`src/rtl/ex_stage_if.sv`:
```
// EX-stage bus: ID/EX operands and controls, the WB write-back port, MEM-stall/flush
// and the registered EX/MEM outputs.
interface ex_stage_if #(parameter int XLEN = 64);
  logic            stall, flush;
  logic [XLEN-1:0] ex_busA, ex_busB, ex_nextseqpc, ex_immediate;
  logic [4:0]      ex_rd, ex_rf1, ex_rf2;
  logic            ex_alusrc, ex_mem2reg, ex_regwrite, ex_memread, ex_memwrite;
  logic            ex_branch, ex_uncond_branch;
  logic [3:0]      ex_aluctrl;
  logic            ex_rf1_used, ex_rf2_used;
  logic [4:0]      wb_rd;
  logic            wb_regwrite;
  logic [XLEN-1:0] wb_data;
  logic [XLEN-1:0] mem_aluresult, mem_storedata, mem_brtarget;
  logic [4:0]      mem_rd;
  logic            mem_mem2reg, mem_regwrite, mem_memread, mem_memwrite, mem_pcsrc;
  logic [31:0]     perf_taken, perf_fwd;

  modport master (
    output stall, flush, ex_busA, ex_busB, ex_nextseqpc, ex_immediate, ex_rd, ex_rf1, ex_rf2,
           ex_alusrc, ex_mem2reg, ex_regwrite, ex_memread, ex_memwrite, ex_branch,
           ex_uncond_branch, ex_aluctrl, ex_rf1_used, ex_rf2_used, wb_rd, wb_regwrite, wb_data,
    input  mem_aluresult, mem_storedata, mem_brtarget, mem_rd, mem_mem2reg, mem_regwrite,
           mem_memread, mem_memwrite, mem_pcsrc, perf_taken, perf_fwd
  );

  modport slave (
    input  stall, flush, ex_busA, ex_busB, ex_nextseqpc, ex_immediate, ex_rd, ex_rf1, ex_rf2,
           ex_alusrc, ex_mem2reg, ex_regwrite, ex_memread, ex_memwrite, ex_branch,
           ex_uncond_branch, ex_aluctrl, ex_rf1_used, ex_rf2_used, wb_rd, wb_regwrite, wb_data,
    output mem_aluresult, mem_storedata, mem_brtarget, mem_rd, mem_mem2reg, mem_regwrite,
           mem_memread, mem_memwrite, mem_pcsrc, perf_taken, perf_fwd
  );
endinterface

```
`src/rtl/ex_stage.sv`:
```
// Execute stage + EX/MEM register: operand forwarding, ALU, CBZ/B resolution.
// Optional perf counters (taken branches, forwarded instructions) under EX_PERF_CNT_EN.
module ex_stage #(
  parameter int XLEN     = 64,
  parameter int BR_SHIFT = 2
) (
  input logic      clk,
  input logic      reset,
  ex_stage_if.slave bus
);
  typedef struct packed {
    logic [XLEN-1:0] aluresult;
    logic [XLEN-1:0] storedata;
    logic [XLEN-1:0] brtarget;
    logic [4:0]      rd;
    logic            mem2reg;
    logic            regwrite;
    logic            memread;
    logic            memwrite;
    logic            pcsrc;
  } exmem_t;

  exmem_t          exmem_q, exmem_d;
  logic            fwd_a_mem, fwd_a_wb, fwd_b_mem, fwd_b_wb, fwd_any;
  logic [XLEN-1:0] op_a, op_b, alu_b, alu_res, br_target;
  logic            taken, load;

  // Loads in MEM have no data yet; load-use hazards are stalled upstream.
  always_comb begin
    fwd_a_mem = bus.ex_rf1_used && exmem_q.regwrite && !exmem_q.memread &&
                (exmem_q.rd == bus.ex_rf1) && (bus.ex_rf1 != 5'd31);
    fwd_a_wb  = bus.ex_rf1_used && bus.wb_regwrite &&
                (bus.wb_rd == bus.ex_rf1) && (bus.ex_rf1 != 5'd31);
    fwd_b_mem = bus.ex_rf2_used && exmem_q.regwrite && !exmem_q.memread &&
                (exmem_q.rd == bus.ex_rf2) && (bus.ex_rf2 != 5'd31);
    fwd_b_wb  = bus.ex_rf2_used && bus.wb_regwrite &&
                (bus.wb_rd == bus.ex_rf2) && (bus.ex_rf2 != 5'd31);
    fwd_any   = fwd_a_mem || fwd_a_wb || fwd_b_mem || fwd_b_wb;

    if (fwd_a_mem)     op_a = exmem_q.aluresult;
    else if (fwd_a_wb) op_a = bus.wb_data;
    else               op_a = bus.ex_busA;

    if (fwd_b_mem)     op_b = exmem_q.aluresult;
    else if (fwd_b_wb) op_b = bus.wb_data;
    else               op_b = bus.ex_busB;

    alu_b = bus.ex_alusrc ? bus.ex_immediate : op_b;
  end

  always_comb begin
    case (bus.ex_aluctrl)
      4'b0000: alu_res = op_a & alu_b;
      4'b0001: alu_res = op_a | alu_b;
      4'b0010: alu_res = op_a + alu_b;
      4'b0110: alu_res = op_a - alu_b;
      4'b0111: alu_res = alu_b;
      4'b1100: alu_res = ~(op_a | alu_b);
      default: alu_res = '0;
    endcase
  end

  // Target is computed from the instruction's own PC (nextseqpc - 4).
  always_comb begin
    taken     = bus.ex_uncond_branch || (bus.ex_branch && (alu_res == '0));
    br_target = (bus.ex_nextseqpc - XLEN'(4)) + (bus.ex_immediate << BR_SHIFT);
    load      = !bus.flush && !bus.stall;
  end

  always_comb begin
    exmem_d = exmem_q;
    if (bus.flush) begin
      exmem_d = '0;
    end else if (!bus.stall) begin
      exmem_d.aluresult = alu_res;
      exmem_d.storedata = op_b;
      exmem_d.brtarget  = br_target;
      exmem_d.rd        = bus.ex_rd;
      exmem_d.mem2reg   = bus.ex_mem2reg;
      exmem_d.regwrite  = bus.ex_regwrite;
      exmem_d.memread   = bus.ex_memread;
      exmem_d.memwrite  = bus.ex_memwrite;
      exmem_d.pcsrc     = taken;
    end
  end

  always_ff @(posedge clk or posedge reset) begin
    if (reset) exmem_q <= '0;
    else       exmem_q <= exmem_d;
  end

  assign bus.mem_aluresult = exmem_q.aluresult;
  assign bus.mem_storedata = exmem_q.storedata;
  assign bus.mem_brtarget  = exmem_q.brtarget;
  assign bus.mem_rd        = exmem_q.rd;
  assign bus.mem_mem2reg   = exmem_q.mem2reg;
  assign bus.mem_regwrite  = exmem_q.regwrite;
  assign bus.mem_memread   = exmem_q.memread;
  assign bus.mem_memwrite  = exmem_q.memwrite;
  assign bus.mem_pcsrc     = exmem_q.pcsrc;

`ifdef EX_PERF_CNT_EN
  logic [31:0] perf_taken_q, perf_taken_d, perf_fwd_q, perf_fwd_d;

  always_comb begin
    perf_taken_d = perf_taken_q + 32'(load && taken);
    perf_fwd_d   = perf_fwd_q + 32'(load && fwd_any);
  end

  always_ff @(posedge clk or posedge reset) begin
    if (reset) begin
      perf_taken_q <= '0;
      perf_fwd_q   <= '0;
    end else begin
      perf_taken_q <= perf_taken_d;
      perf_fwd_q   <= perf_fwd_d;
    end
  end

  assign bus.perf_taken = perf_taken_q;
  assign bus.perf_fwd   = perf_fwd_q;
`else
  logic unused_perf;
  assign unused_perf    = load ^ fwd_any;
  assign bus.perf_taken = '0;
  assign bus.perf_fwd   = '0;
`endif
endmodule

```
`src/flat_wrapper.sv`:
```
// flat-port wrapper written by rule: the top's interface ports become plain ports
module ex_stage_flat 
#(
  parameter int XLEN     = 64,
  parameter int BR_SHIFT = 2
)
  (clk, reset, bus_stall, bus_flush, bus_ex_busA, bus_ex_busB, bus_ex_nextseqpc, bus_ex_immediate, bus_ex_rd, bus_ex_rf1, bus_ex_rf2, bus_ex_alusrc, bus_ex_mem2reg, bus_ex_regwrite, bus_ex_memread, bus_ex_memwrite, bus_ex_branch, bus_ex_uncond_branch, bus_ex_aluctrl, bus_ex_rf1_used, bus_ex_rf2_used, bus_wb_rd, bus_wb_regwrite, bus_wb_data, bus_mem_aluresult, bus_mem_storedata, bus_mem_brtarget, bus_mem_rd, bus_mem_mem2reg, bus_mem_regwrite, bus_mem_memread, bus_mem_memwrite, bus_mem_pcsrc, bus_perf_taken, bus_perf_fwd);
  ex_stage_if #(.XLEN(XLEN)) bus_i ();
  input logic clk;
  input logic reset;
  input wire logic [$bits(bus_i.stall)-1:0] bus_stall;
  input wire logic [$bits(bus_i.flush)-1:0] bus_flush;
  input wire logic [$bits(bus_i.ex_busA)-1:0] bus_ex_busA;
  input wire logic [$bits(bus_i.ex_busB)-1:0] bus_ex_busB;
  input wire logic [$bits(bus_i.ex_nextseqpc)-1:0] bus_ex_nextseqpc;
  input wire logic [$bits(bus_i.ex_immediate)-1:0] bus_ex_immediate;
  input wire logic [$bits(bus_i.ex_rd)-1:0] bus_ex_rd;
  input wire logic [$bits(bus_i.ex_rf1)-1:0] bus_ex_rf1;
  input wire logic [$bits(bus_i.ex_rf2)-1:0] bus_ex_rf2;
  input wire logic [$bits(bus_i.ex_alusrc)-1:0] bus_ex_alusrc;
  input wire logic [$bits(bus_i.ex_mem2reg)-1:0] bus_ex_mem2reg;
  input wire logic [$bits(bus_i.ex_regwrite)-1:0] bus_ex_regwrite;
  input wire logic [$bits(bus_i.ex_memread)-1:0] bus_ex_memread;
  input wire logic [$bits(bus_i.ex_memwrite)-1:0] bus_ex_memwrite;
  input wire logic [$bits(bus_i.ex_branch)-1:0] bus_ex_branch;
  input wire logic [$bits(bus_i.ex_uncond_branch)-1:0] bus_ex_uncond_branch;
  input wire logic [$bits(bus_i.ex_aluctrl)-1:0] bus_ex_aluctrl;
  input wire logic [$bits(bus_i.ex_rf1_used)-1:0] bus_ex_rf1_used;
  input wire logic [$bits(bus_i.ex_rf2_used)-1:0] bus_ex_rf2_used;
  input wire logic [$bits(bus_i.wb_rd)-1:0] bus_wb_rd;
  input wire logic [$bits(bus_i.wb_regwrite)-1:0] bus_wb_regwrite;
  input wire logic [$bits(bus_i.wb_data)-1:0] bus_wb_data;
  output wire logic [$bits(bus_i.mem_aluresult)-1:0] bus_mem_aluresult;
  output wire logic [$bits(bus_i.mem_storedata)-1:0] bus_mem_storedata;
  output wire logic [$bits(bus_i.mem_brtarget)-1:0] bus_mem_brtarget;
  output wire logic [$bits(bus_i.mem_rd)-1:0] bus_mem_rd;
  output wire logic [$bits(bus_i.mem_mem2reg)-1:0] bus_mem_mem2reg;
  output wire logic [$bits(bus_i.mem_regwrite)-1:0] bus_mem_regwrite;
  output wire logic [$bits(bus_i.mem_memread)-1:0] bus_mem_memread;
  output wire logic [$bits(bus_i.mem_memwrite)-1:0] bus_mem_memwrite;
  output wire logic [$bits(bus_i.mem_pcsrc)-1:0] bus_mem_pcsrc;
  output wire logic [$bits(bus_i.perf_taken)-1:0] bus_perf_taken;
  output wire logic [$bits(bus_i.perf_fwd)-1:0] bus_perf_fwd;
  assign bus_i.stall = bus_stall;
  assign bus_i.flush = bus_flush;
  assign bus_i.ex_busA = bus_ex_busA;
  assign bus_i.ex_busB = bus_ex_busB;
  assign bus_i.ex_nextseqpc = bus_ex_nextseqpc;
  assign bus_i.ex_immediate = bus_ex_immediate;
  assign bus_i.ex_rd = bus_ex_rd;
  assign bus_i.ex_rf1 = bus_ex_rf1;
  assign bus_i.ex_rf2 = bus_ex_rf2;
  assign bus_i.ex_alusrc = bus_ex_alusrc;
  assign bus_i.ex_mem2reg = bus_ex_mem2reg;
  assign bus_i.ex_regwrite = bus_ex_regwrite;
  assign bus_i.ex_memread = bus_ex_memread;
  assign bus_i.ex_memwrite = bus_ex_memwrite;
  assign bus_i.ex_branch = bus_ex_branch;
  assign bus_i.ex_uncond_branch = bus_ex_uncond_branch;
  assign bus_i.ex_aluctrl = bus_ex_aluctrl;
  assign bus_i.ex_rf1_used = bus_ex_rf1_used;
  assign bus_i.ex_rf2_used = bus_ex_rf2_used;
  assign bus_i.wb_rd = bus_wb_rd;
  assign bus_i.wb_regwrite = bus_wb_regwrite;
  assign bus_i.wb_data = bus_wb_data;
  assign bus_mem_aluresult = bus_i.mem_aluresult;
  assign bus_mem_storedata = bus_i.mem_storedata;
  assign bus_mem_brtarget = bus_i.mem_brtarget;
  assign bus_mem_rd = bus_i.mem_rd;
  assign bus_mem_mem2reg = bus_i.mem_mem2reg;
  assign bus_mem_regwrite = bus_i.mem_regwrite;
  assign bus_mem_memread = bus_i.mem_memread;
  assign bus_mem_memwrite = bus_i.mem_memwrite;
  assign bus_mem_pcsrc = bus_i.mem_pcsrc;
  assign bus_perf_taken = bus_i.perf_taken;
  assign bus_perf_fwd = bus_i.perf_fwd;
  ex_stage #(.XLEN(XLEN), .BR_SHIFT(BR_SHIFT)) u_core (.clk(clk), .reset(reset), .bus(bus_i));
endmodule
```
`config.mk`:
```
export PLATFORM = sky130hd
export DESIGN_NAME = ex_stage_flat
export DESIGN_NICKNAME = d
export VERILOG_FILES = /design/src/rtl/ex_stage_if.sv /design/src/rtl/ex_stage.sv /design/src/flat_wrapper.sv
export SDC_FILE = /design/constraint.sdc
export NUM_CORES = 1
export LEC_CHECK = 0
export ABC_AREA = 1
export CORE_ASPECT_RATIO = 2
export CORE_MARGIN = 2
export CORE_UTILIZATION = 30
export CTS_CLUSTER_SIZE = 28
export DETAILED_ROUTE_END_ITERATION = 8
export PLACE_DENSITY = 0.6
export SLEW_MARGIN = 20
export SYNTH_ARGS = -nofsm -noshare
export SYNTH_HDL_FRONTEND = slang
export SYNTH_SLANG_ARGS = --single-unit
```
`constraint.sdc`:
```
create_clock -name clk -period 18.59 [get_ports clk]
set_input_delay 4.6475 -clock clk [delete_from_list [all_inputs] [get_ports clk]]
set_output_delay 4.6475 -clock clk [all_outputs]
set_load 0.02 [all_outputs]
```
==> results.cfg <==
[die]
floorplan.die_area_um2 = 93800
die_w_um = 218
row_count = 156
die_y_um = 431
core_area_um2 = 90400
ios = 624
start_util_pct = 30.3

[clock_tree]
cts_tree = yes
clkSinkCount = 202
cts-buffers-inserted = 25
clkSlewWorstSetupHoldPaths_ps = 70
postCtsResizedCells = 0
ctsRootBufferMaster = clkbuf_16
clk_latency_ps = 620
postCtsSetupBuffers = 0
htree_levels = 1
postCtsHoldBufs = 0
cts_buffer_depth = 3

[yosys]
ys_top_cells_by_count = 1234 x nand2_1, 695 x inv_1, 431 x nand3_1
synth_top_area_cell = dfrtp_1
synth_ff_type = dfrtp_1
synth.area.top_cells = dfrtp_1 18%, nand2_1 17%, inv_1 9.5%
yosysSeqAreaShare_pct = 18.5
yosys.cell_types.count = 61
synth.most_common_cell = nand2_1
synthArstFlopShare_pct = 100
netlist_area_um2 = 27400
synth_seq_cells = 202
synth-edff-count = 0
syn_avg_cell_area_um2 = 5.93
synthCells = 4617
synth_top_area_share_pct = 18.5
yosys_warnings = 0

[route]
dr.pass1.iters = 8
vias = 34300
wl_per_cell_um = 25.9
ant_nets = 0
drc = 0
via_per_inst = 5.45
drt_iter0_drc = 3135
wirelength_mm = 163

[setup_path]
startpoint = bus_ex_rf2_used
critPathKind = primary input to flip-flop
critical_path_arrival_ps = 13030
end_kind = flip-flop
rrSetupSlack_ps = 10080
cp-start-kind = primary input
worstReg2RegEnd = u_core.bus.mem_pcsrc
reg2reg_from = u_core.bus.mem_regwrite
critPathMaxFanout = 65
cpMostUsedCell = nand2_1
cp.required_ps = 19110
cp_slowest_cell = buf_4
worst_path_largest_cell_delay_ps = 660
worst_r2r_path_depth = 45

[grt]
grt_remaining_overflow = 0
grt_pass1_wl_mm = 231
grt_max_degree = 89
grt_pass1_vias = 34100
track_usage_pct = 33.7
antenna_found_initial = 15

[sta]
skew_ps = 40.9
hold_violations = 0
period_share_pct = 67.3
tightestPinTransition_ps = 1230
timing.fmax_mhz = 79.9
slew_headroom_pct = 17.4
worst_slack_ps = 6080
setup_viol = 0
finalMaxSlewViolations = 0
rsz0062_at_grt = false
tns_ps = 0
period_minus_slack_ps = 12510

[hold_path]
min_path_type = flip-flop to flip-flop
hold_depth = 2
worstHoldStart = u_core.bus.mem_brtarget[5]
hold_end = u_core.bus.mem_brtarget[5]

[job]
maxCapViolations = 0

[power_and_ir_drop]
p_clk_share_pct = 25.6
p_total_mw = 2.12
seqPwrFrac_pct = 23.7
power_density_nw_per_um2 = 61.2
ir_drop_mv = 0.0915
p_sw_uw = 994
internal_power_mw = 1.13
sw_frac_of_total_pct = 46.8
p_comb_share_pct = 50.6
p_leak_nw = 17.1

[final_layout]
nNetsFinal = 5621
area_growth_pct = 26.6
postLayoutCellArea_um2 = 34700
drive_gt1_share_pct = 4.69

[placed_design]
pre_cts_ws_ps = 5830
post_dp_cell_area_um2 = 33800
place_congestion = 1.04
dp_hpwl_mm = 135
numPortBuffers = 559

[outcome]
status = complete, no violations
-- area by class of cell --
type | instances | area, um^2
antenna | 7 | 17.5
clock buffer | 31 | 688
clock inverter | 14 | 173
fill | 9953 | 55700
inverter | 720 | 2710
multi-input combinational | 3530 | 18700
sequential | 202 | 5050
tap | 1185 | 1480
timing repair buffer | 595 | 5860
-- power by group through the flow --
stage	clock, mW	sequential [mW]	combinational, mW
2_1_floorplan	0	0.542	0.556
3_3_place_gp	0	0.511	1.06
3_5_place_dp	0	0.510	1.05
4_1_cts	0.550	0.503	1.06
5_1_grt	0.564	0.506	1.16
6_report	0.544	0.504	1.07
-- cell families after synthesis --
logic type               share of synthesized area, %
XOR/XNOR                                         2.46
other                                          0.0137
buffers and inverters                            14.4
AO/OA/AOI/OAI                                    18.1
adder cells (fa/ha/maj)                          8.70
AND/OR/NAND/NOR                                  37.8
flip-flops                                       18.5
-- metal layers --
metal / GRT usage [%] / part of all wire (%) / vias up
met4: 23.6 / 8.3 / 10
met1: 36.1 / 36 / 16100
li1: - / - / 16000
met5: 0 / 0.041 / -
met3: 6.43 / 7.3 / 458
met2: 59.2 / 49 / 1720
-- cell usage in the layout (no fill, tap or decap), types with 137 or more instances in the layout --
cell and instances:
clkdlybuf4s50_1 558, nor2_1 421, inv_1 690, nand4_1 137, o21ai_0 274, dfrtp_1 202
ha_1 187, nand3_1 429, nand2_1 1232, a21oi_1 237
-- flip-flops by register name, indices dropped and copies added, names as in the netlist --
register                  cells
u_core.bus.mem_mem2reg        1
u_core.bus.mem_brtarget      64
u_core.bus.mem_memread        1
u_core.bus.mem_regwrite       1
u_core.bus.mem_storedata     64
u_core.bus.mem_aluresult     64
u_core.bus.mem_rd             5
u_core.bus.mem_pcsrc          1
u_core.bus.mem_memwrite       1
-- critical path, delay by kind of cell --
| family | cells | cell delay, ps |
|---|---|---|
| and+or+nand+nor | 33 | 5210 |
| xor gates and xnor gates | 1 | 170 |
| adders and majority gates | 2 | 660 |
| buffers and inverters | 7 | 1950 |
| AOI/OAI and AO/OA | 2 | 320 |
-- stage by stage --
| stage | cells | hold slack (ps) | util, % |
|---|---|---|---|
| 6_report | 6284 | 482 | 38.3 |
| 5_1_grt | 6283 | 505 | 38.3 |
| 4_1_cts | 6277 | 484 | 38.3 |
| 3_5_place_dp | 6232 | 465 | 37.4 |
| 3_3_place_gp | 6232 | 465 | 37.4 |
| 2_1_floorplan | 4680 | 591 | - |
-- worst max path at each step --
stage / endpoint / slack (ps)
2_1_floorplan: u_core.bus.mem_aluresult[0] / 8430
3_3_place_gp: u_core.bus.mem_pcsrc / 5710
3_5_place_dp: u_core.bus.mem_pcsrc / 5830
4_1_cts: u_core.bus.mem_pcsrc / 6380
5_1_grt: u_core.bus.mem_pcsrc / 5640
6_report: u_core.bus.mem_pcsrc / 6080
No activity file was read; power rests on OpenSTA's default activity.
